### src/rtl/reg_writeback_unit.sv
// Single register-file write port shared by pipeline writeback (priority) and a
// FIFO of long-latency results, plus a per-register outstanding-write scoreboard.
module reg_writeback_unit #(
  parameter int WORD_SIZE  = 16,
  parameter int ADDR_W     = 2,
  parameter int FIFO_DEPTH = 4
) (
  input  logic                               clk,
  input  logic                               reset,
  input  logic                               wb_valid,
  input  logic [ADDR_W-1:0]                  wb_addr,
  input  logic [WORD_SIZE-1:0]               wb_data,
  input  logic                               lu_valid,
  output logic                               lu_ready,
  input  logic [ADDR_W-1:0]                  lu_addr,
  input  logic [WORD_SIZE-1:0]               lu_data,
  input  logic                               issue_valid,
  input  logic [ADDR_W-1:0]                  issue_addr,
  output logic                               issue_stall,
  output logic [(1<<ADDR_W)-1:0]             pending,
  output logic [$clog2(FIFO_DEPTH+1)-1:0]    fifo_count,
  output logic [ADDR_W-1:0]                  write_addr,
  output logic [WORD_SIZE-1:0]               write_data,
  output logic                               reg_write_signal
);

  localparam int NREG  = 1 << ADDR_W;
  localparam int PTR_W = $clog2(FIFO_DEPTH);
  localparam int CNT_W = $clog2(FIFO_DEPTH + 1);
  localparam logic [CNT_W-1:0] DEPTH_C = CNT_W'(FIFO_DEPTH);

  logic [ADDR_W-1:0]    fifo_addr [FIFO_DEPTH];
  logic [WORD_SIZE-1:0] fifo_data [FIFO_DEPTH];
  logic [PTR_W-1:0]     rd_ptr;
  logic [PTR_W-1:0]     wr_ptr;
  logic [CNT_W-1:0]     count;
  logic [1:0]           cnt     [NREG];
  logic [1:0]           cnt_nxt [NREG];
  logic                 wr_en_q;
  logic                 push;
  logic                 pop;
  logic [ADDR_W-1:0]    head_addr;
  logic [WORD_SIZE-1:0] head_data;

  assign lu_ready   = ~reset & (count < DEPTH_C);
  assign push       = lu_valid & lu_ready;
  assign pop        = ~wb_valid & (count != '0);
  assign head_addr  = fifo_addr[rd_ptr];
  assign head_data  = fifo_data[rd_ptr];
  assign fifo_count = count;

  // Storage needs no reset: push is already blocked while reset is high.
  always_ff @(posedge clk) begin
    if (push) begin
      fifo_addr[wr_ptr] <= lu_addr;
      fifo_data[wr_ptr] <= lu_data;
    end
  end

  always_ff @(posedge clk) begin
    if (reset) begin
      rd_ptr <= '0;
      wr_ptr <= '0;
      count  <= '0;
    end else begin
      if (push) wr_ptr <= wr_ptr + 1'b1;
      if (pop)  rd_ptr <= rd_ptr + 1'b1;
      if (push && !pop)      count <= count + CNT_W'(1);
      else if (pop && !push) count <= count - CNT_W'(1);
    end
  end

  always_ff @(posedge clk) begin
    if (reset) begin
      write_addr <= '0;
      write_data <= '0;
      wr_en_q    <= 1'b0;
    end else if (wb_valid) begin
      write_addr <= wb_addr;
      write_data <= wb_data;
      wr_en_q    <= 1'b1;
    end else if (pop) begin
      write_addr <= head_addr;
      write_data <= head_data;
      wr_en_q    <= 1'b1;
    end else begin
      wr_en_q    <= 1'b0;
    end
  end

  // Masking with reset keeps a write selected just before reset off the port.
  assign reg_write_signal = wr_en_q & ~reset;

  always_comb begin
    for (int unsigned r = 0; r < NREG; r++) begin
      cnt_nxt[r] = cnt[r];
      if (issue_valid && (issue_addr == ADDR_W'(r)) && !(pop && (head_addr == ADDR_W'(r))))
        cnt_nxt[r] = cnt[r] + 2'd1;
      else if (pop && (head_addr == ADDR_W'(r)) && !(issue_valid && (issue_addr == ADDR_W'(r))))
        cnt_nxt[r] = cnt[r] - 2'd1;
    end
  end

  always_ff @(posedge clk) begin
    for (int unsigned r = 0; r < NREG; r++) begin
      if (reset) cnt[r] <= '0;
      else       cnt[r] <= cnt_nxt[r];
    end
  end

  always_comb begin
    pending = '0;
    for (int unsigned r = 0; r < NREG; r++) begin
      pending[r] = (cnt[r] != 2'd0);
    end
  end

  assign issue_stall = (cnt[issue_addr] == 2'd3);

endmodule
### config.mk
export PLATFORM = sky130hd
export DESIGN_NAME = reg_writeback_unit
export DESIGN_NICKNAME = d
export VERILOG_FILES = /design/src/rtl/reg_writeback_unit.sv
export SDC_FILE = /design/constraint.sdc
export NUM_CORES = 1
export LEC_CHECK = 0
export CAP_MARGIN = 20
export CORE_UTILIZATION = 45
export CTS_BUF_LIST = sky130_fd_sc_hd__clkbuf_2
export CTS_CLUSTER_SIZE = 40
export DETAILED_ROUTE_END_ITERATION = 8
export DONT_BUFFER_PORTS = 1
export GPL_ROUTABILITY_DRIVEN = 0
export SETUP_SLACK_MARGIN = 0.2
export SYNTH_ARGS = -nofsm -noshare
export SYNTH_HDL_FRONTEND = slang
export SYNTH_SLANG_ARGS = --single-unit
### constraint.sdc
create_clock -name clk -period 2.7 [get_ports clk]
set_input_delay 0.405 -clock clk [delete_from_list [all_inputs] [get_ports clk]]
set_output_delay 0.405 -clock clk [all_outputs]
set_load 0.02 [all_outputs]
==> results of run 1 <==
## path summary, 6_finish.rpt
path | slack [ns] | end | depth (start not counted)
setup / recovery | 0.46 | cnt[1][1] | 6
hold / removal | 0.11 | rd_ptr[0] | 2
setup reg to reg | 0.46 | cnt[1][1] | 6
hold reg to reg | 0.51 | rd_ptr[1] | 2
## synth_stat cells, types with 2 or more instances
library cell | instances | area share
or4_1 | 2 | 0.0033
mux2_2 | 17 | 0.043
o31ai_1 | 2 | 0.0033
nor2_1 | 26 | 0.022
mux4_2 | 2 | 0.010
a221oi_1 | 2 | 0.0039
nand3b_1 | 2 | 0.0033
nand2_1 | 5 | 0.0042
buf_1 | 2 | 0.0017
clkbuf_1 | 6 | 0.0050
ha_1 | 9 | 0.025
o21ai_0 | 6 | 0.0067
or3_1 | 7 | 0.0098
or2_2 | 4 | 0.0056
and3b_1 | 2 | 0.0039
edfxtp_1 | 72 | 0.48
xor2_1 | 10 | 0.020
nand3_1 | 2 | 0.0022
and2_1 | 4 | 0.0056
buf_2 | 6 | 0.0067
a222oi_1 | 16 | 0.036
inv_1 | 7 | 0.0059
a211oi_2 | 16 | 0.045
dfxtp_1 | 36 | 0.16
mux2_1 | 15 | 0.038
buf_6 | 4 | 0.010
nor2b_1 | 3 | 0.0042
a21oi_1 | 10 | 0.011
## per-layer routing
metal / routed length [um] / GRT usage / share of wire / up-vias
met1: 4040 / 0.244 / 0.46 / 1256
met4: 103 / 0.0637 / 0.012 / 0
met5: 0 / 0 / 0 / -
met2: 4140 / 0.277 / 0.47 / 55
met3: 449 / 0.0527 / 0.051 / 9
li1: - / - / - / 1224
## flip-flops by register name (all words and copies together), names as in the netlist, named ones only
signal	flops
wr_ptr	2
wr_en_q	1
cnt	8
write_data	16
fifo_addr	8
fifo_count	3
write_addr	2
rd_ptr	2
fifo_data	64
## cell families (layout without fill, tap and decap cells)
kind of cell / count (synthesis) / after routing / synth area share
xor+xnor: 11 / 11 / 0.0215
flops: 108 / 108 / 0.642
fa+ha+maj: 10 / 10 / 0.0296
buf+inv: 25 / 55 / 0.0293
compound gates: 54 / 54 / 0.109
simple gates: 64 / 64 / 0.0758
mux: 35 / 35 / 0.0926
## power groups by stage
stage,clock network (mW),registers (mW),logic (mW)
floorplan,0,2.26,0.943
global placement,0,2.30,1.04
detailed placement,0,2.31,1.05
CTS,0.822,2.28,1.11
global route,0.883,2.31,1.25
finish,0.799,2.28,1.13
## through the flow
stage,hold WS [ns],instances
after floorplan,0.453,307
after global placement,0.463,430
after detailed placement,0.472,430
after CTS,0.0197,468
after global routing,0.0570,470
final,0.114,470
## worst register-to-register path, delay by kind of cell, from the launching register on
kind	cells	cell delay, ns
and+or+nand+nor	3	0.73
adders and majority gates	1	0.32
DFF	1	0.46
muxes	1	0.57
AOI/OAI and AO/OA	1	0.15
## layout make-up
cell class / count / share of cell area
Multi-Input combinational cell: 174 / 0.296
Timing Repair Buffer: 32 / 0.0617
Tap cell: 133 / 0.0333
Clock inverter: 3 / 0.0128
Clock buffer: 13 / 0.0130
Inverter: 7 / 0.00526
Sequential cell: 108 / 0.578
## timing repair
action                                  in CTS  in global routing
hold buffers                                22                  1
resized for setup                            0                  1
endpoints found under the hold margin      108                  2
endpoints found under the setup margin       0                  1
buffers inserted                             0                  1
==> impl_metrics.toml, run 1 <==
[clock_tree]
cts_buffer_depth = 2
clk_latency_ns = 0.55
htree_num_levels = 3
cts_sinks = 108
cts_buffers = 9
clkTransAtPathRegs_ns = 0.27
cts-root-buf = "clkbuf_2"
cts_tree = "done"

[power_and_ir_drop]
p_int_mw = 2.81
p_per_area_nw_per_um2 = 843
power.share.switching = 0.332
power.switching_mw = 1.40
power_frac_seq = 0.542
irDropWorstVdd_uv = 363
p_leak_nw = 1.73
comb_power_share = 0.268
finalPower_mw = 4.21
power_frac_clock = 0.190

[worst_setup_path]
critPathTopFamily = "simple AND/OR/NAND/NOR gates"
cp.required_ns = 3.21
setup.worst_path.start_class = "flop"
crit_buf_inv = 0
crit_slowest_cell = "mux4_2"
criticalPathCategory = "reg2reg"
arrival_ns = 2.75
crit_fanout = 5
cp-end-kind = "flop"
critPathMaxStageDelay_ns = 0.57
worstPathCellList = "mux4_2, nor3_1, nand2_1, ha_1, or3_1, a21oi_1"

[sta]
hold_viol = 0
rsz0062_at_grt = "no"
setup_viol = 0
achievable-frequency_mhz = 447
fin_skew_ns = 0.0456
finalSetupTns_ns = 0
tightest_slew_ns = 0.864
setup_slack_ns = 0.463
fin_crit_sh = 0.829
fin_crit_ns = 2.24
slew_viol_final = 0
slew_headroom = 0.423

[global_routing]
grt_max_degree = 36
antenna_found_initial = 0
overflow = 0
grt_pass1_wl_mm = 13.5
grtUsageTotal = 0.180
grt_pass1_vias = 2522

[worst_hold_path]
hp-start = "wb_valid"
min_path_type = "in2reg"

[route]
drtPass1Iterations = 5
drc = 0
drt_iter0_drc = 197
wl_mm = 8.74
via_count = 2544
viasPerCell = 5.41
ant_nets = 0
wl_per_cell_um = 18.6

[floorplan]
row_count = 36
ios = 71
die_y_um = 102
core_area_sq_um = 9730
fp.dieW_um = 102
initial_utilization = 0.461
die_area_sq_um = 10400

[placement]
post-place-ws_ns = 0.341
portBuffers = 0
dpl-instance-area_sq_um = 4610
dp_hpwl_mm = 5.29

[final_layout]
n_antenna_cell = 0
area_growth_pct = 11.3
mostFrequentLayoutCells = "edfxtp_1 (72), dfxtp_1 (35), nor2_1 (26), dlygate4sd3_1 (22), mux2_2 (17)"
postLayoutCellArea_sq_um = 4990
final_common_cell = "edfxtp_1"
regArea_sq_um = 2880
drive_gt1_frac = 0.202
nNetsFinal = 385
multi_input_area_sq_um = 1480
final_util = 0.513
fill_cells = 875

[synth]
synth_flop_cell = "edfxtp_1"
synthArstFlopShare = 0
ys_warn_count = 0
syn-num-nets = 360
yosysUniqueCellTypes = 40
syn_area_per_cell_sq_um = 14.6
synth-seq-cells = 108
syn_area_sq_um = 4490
synthCells = 307
yosysSeqAreaShare = 0.642
synth_edf_count = 72

[outcome]
run_status = "completed"

[flow_run]
maxCapViolations = 0
(Power assumes the default switching activity.)
==> run 2, diff against run 1 <==
==> constraint.sdc (replaced) <==
create_clock -name clk -period 2.02 [get_ports clk]
set_input_delay 0.303 -clock clk [delete_from_list [all_inputs] [get_ports clk]]
set_output_delay 0.303 -clock clk [all_outputs]
set_load 0.02 [all_outputs]
==> impl_metrics.toml, run 2 (synthesis results as in run 1) <==
[global_routing]
antenna_found_initial = 0
overflow = 0
grtUsageTotal = 0.182
grt_pass1_wl_mm = 13.5
grt_max_degree = 39
grt_pass1_vias = 2654

[power_and_ir_drop]
irDropWorstVdd_uv = 515
p_leak_nw = 1.80
p_per_area_nw_per_um2 = 1110

[sta]
setup_slack_ns = -0.00157
slew_viol_final = 0
achievable-frequency_mhz = 495
fin_skew_ns = 0.0284
setup_viol = 1
hold_viol = 32
slew_headroom = 0.650
fin_crit_ns = 2.02
finalSetupTns_ns = -0.00157
rsz0062_at_grt = "yes"
tightest_slew_ns = 0.523
holdWs_ns = -0.210
fin_crit_sh = 1.00

[clock_tree]
cts_tree = "done"
htree_num_levels = 3
cts-root-buf = "clkbuf_2"
cts_buffers = 9
clkTransAtPathRegs_ns = 0.27
cts_sinks = 108
clk_latency_ns = 0.53
cts_hold_buf = 22
cts_buffer_depth = 2

[outcome]
violations = "negative hold slack, negative setup slack"
run_status = "finished with violations"

[worst_setup_path]
setup.worst_path.start_class = "flop"
arrival_ns = 2.52
cp-end-kind = "flop"
criticalPathCategory = "reg2reg"
crit_fanout = 4
cp.required_ns = 2.51

[final_layout]
final_common_cell = "edfxtp_1"
mostFrequentLayoutCells = "edfxtp_1 (72), dfxtp_1 (31), nor2_1 (25), buf_4 (25), dlygate4sd3_1 (22)"
largest_register = "fifo_data"
postLayoutCellArea_sq_um = 5200
final_util = 0.534
reg_top3 = "fifo_data: 64 flops, write_data: 16 flops"
area_growth_pct = 15.8
largest_reg_flops = 64
nNetsFinal = 400
n_antenna_cell = 0
final_cells = 484
drive_gt1_frac = 0.296

[placement]
dp_hpwl_mm = 5.49
dp.cells = 443
dpl-instance-area_sq_um = 4740
portBuffers = 0

[route]
drc = 0
drt_iter0_drc = 149
drtPass1Iterations = 6
viasPerCell = 5.46
wl_mm = 8.99
via_count = 2643
wl_per_cell_um = 18.6
ant_nets = 0

[flow_run]
maxCapViolations = 0

[floorplan]
core_area_sq_um = 9730
fp.dieW_um = 102
ios = 71
die_y_um = 102
die_area_sq_um = 10400
row_count = 36
initial_utilization = 0.461

[worst_hold_path]
min_path_type = "in2reg"
[run 2: final cells by class]
class	instances	area (sq um)
fill	870	4530
timing repair buffer	47	408
clock buffer	11	55.1
multi-input combinational	174	1600
tap	133	166
inverter	7	26.3
sequential	108	2890
clock inverter	4	51.3
[run 2: worst paths after layout]
kind | end | from | slack (ns) | cells past startpoint
worst max-delay path | cnt[0][1] | flop | -0.002 | 7
worst min register to register | flop | rd_ptr[1] | 0.48 | 2
worst min-delay path | cnt[3][1] | reset | -0.21 | 1
worst max register to register | cnt[0][1] | flop | -0.002 | 7
[run 2: power by group]
group | switching, mW | leakage [nW] | internal [mW]
Sequential | 0.325 | 0.953 | 2.67
Combinational | 0.960 | 0.783 | 0.864
Clock | 0.664 | 0.0680 | 0.290
[run 2: critical path, stage by stage (launching register included)]
cell,delay (ns)
dfxtp_4,0.43
mux4_2,0.54
nor3_4,0.16
nand2b_1,0.13
ha_4,0.18
xor2_1,0.14
or3_1,0.30
a21oi_1,0.13
[run 2: repair_timing]
action                                  CTS  global route
endpoints found under the setup margin    7            12
pin swaps                                 4             2
buffers inserted                          4             0
endpoints found under the hold margin   108            32
gates resized for setup                  11            11
[run 2: routing by layer]
layer,part of all wire,vias to the layer above,global-route usage
met2,0.51,68,0.308
met1,0.42,1316,0.231
met3,0.060,6,0.0410
met4,0.0066,0,0.0626
met5,0,-,0
li1,-,1253,-
[run 2: metrics by stage]
step                worst slack [ns]  total power, mW
floorplan                    -0.0159             4.33
global placement              0.0449             4.64
detailed placement            0.0243             4.68
CTS                          0.00237             5.77
global route                  -0.133             6.11
finish                      -0.00157             5.77
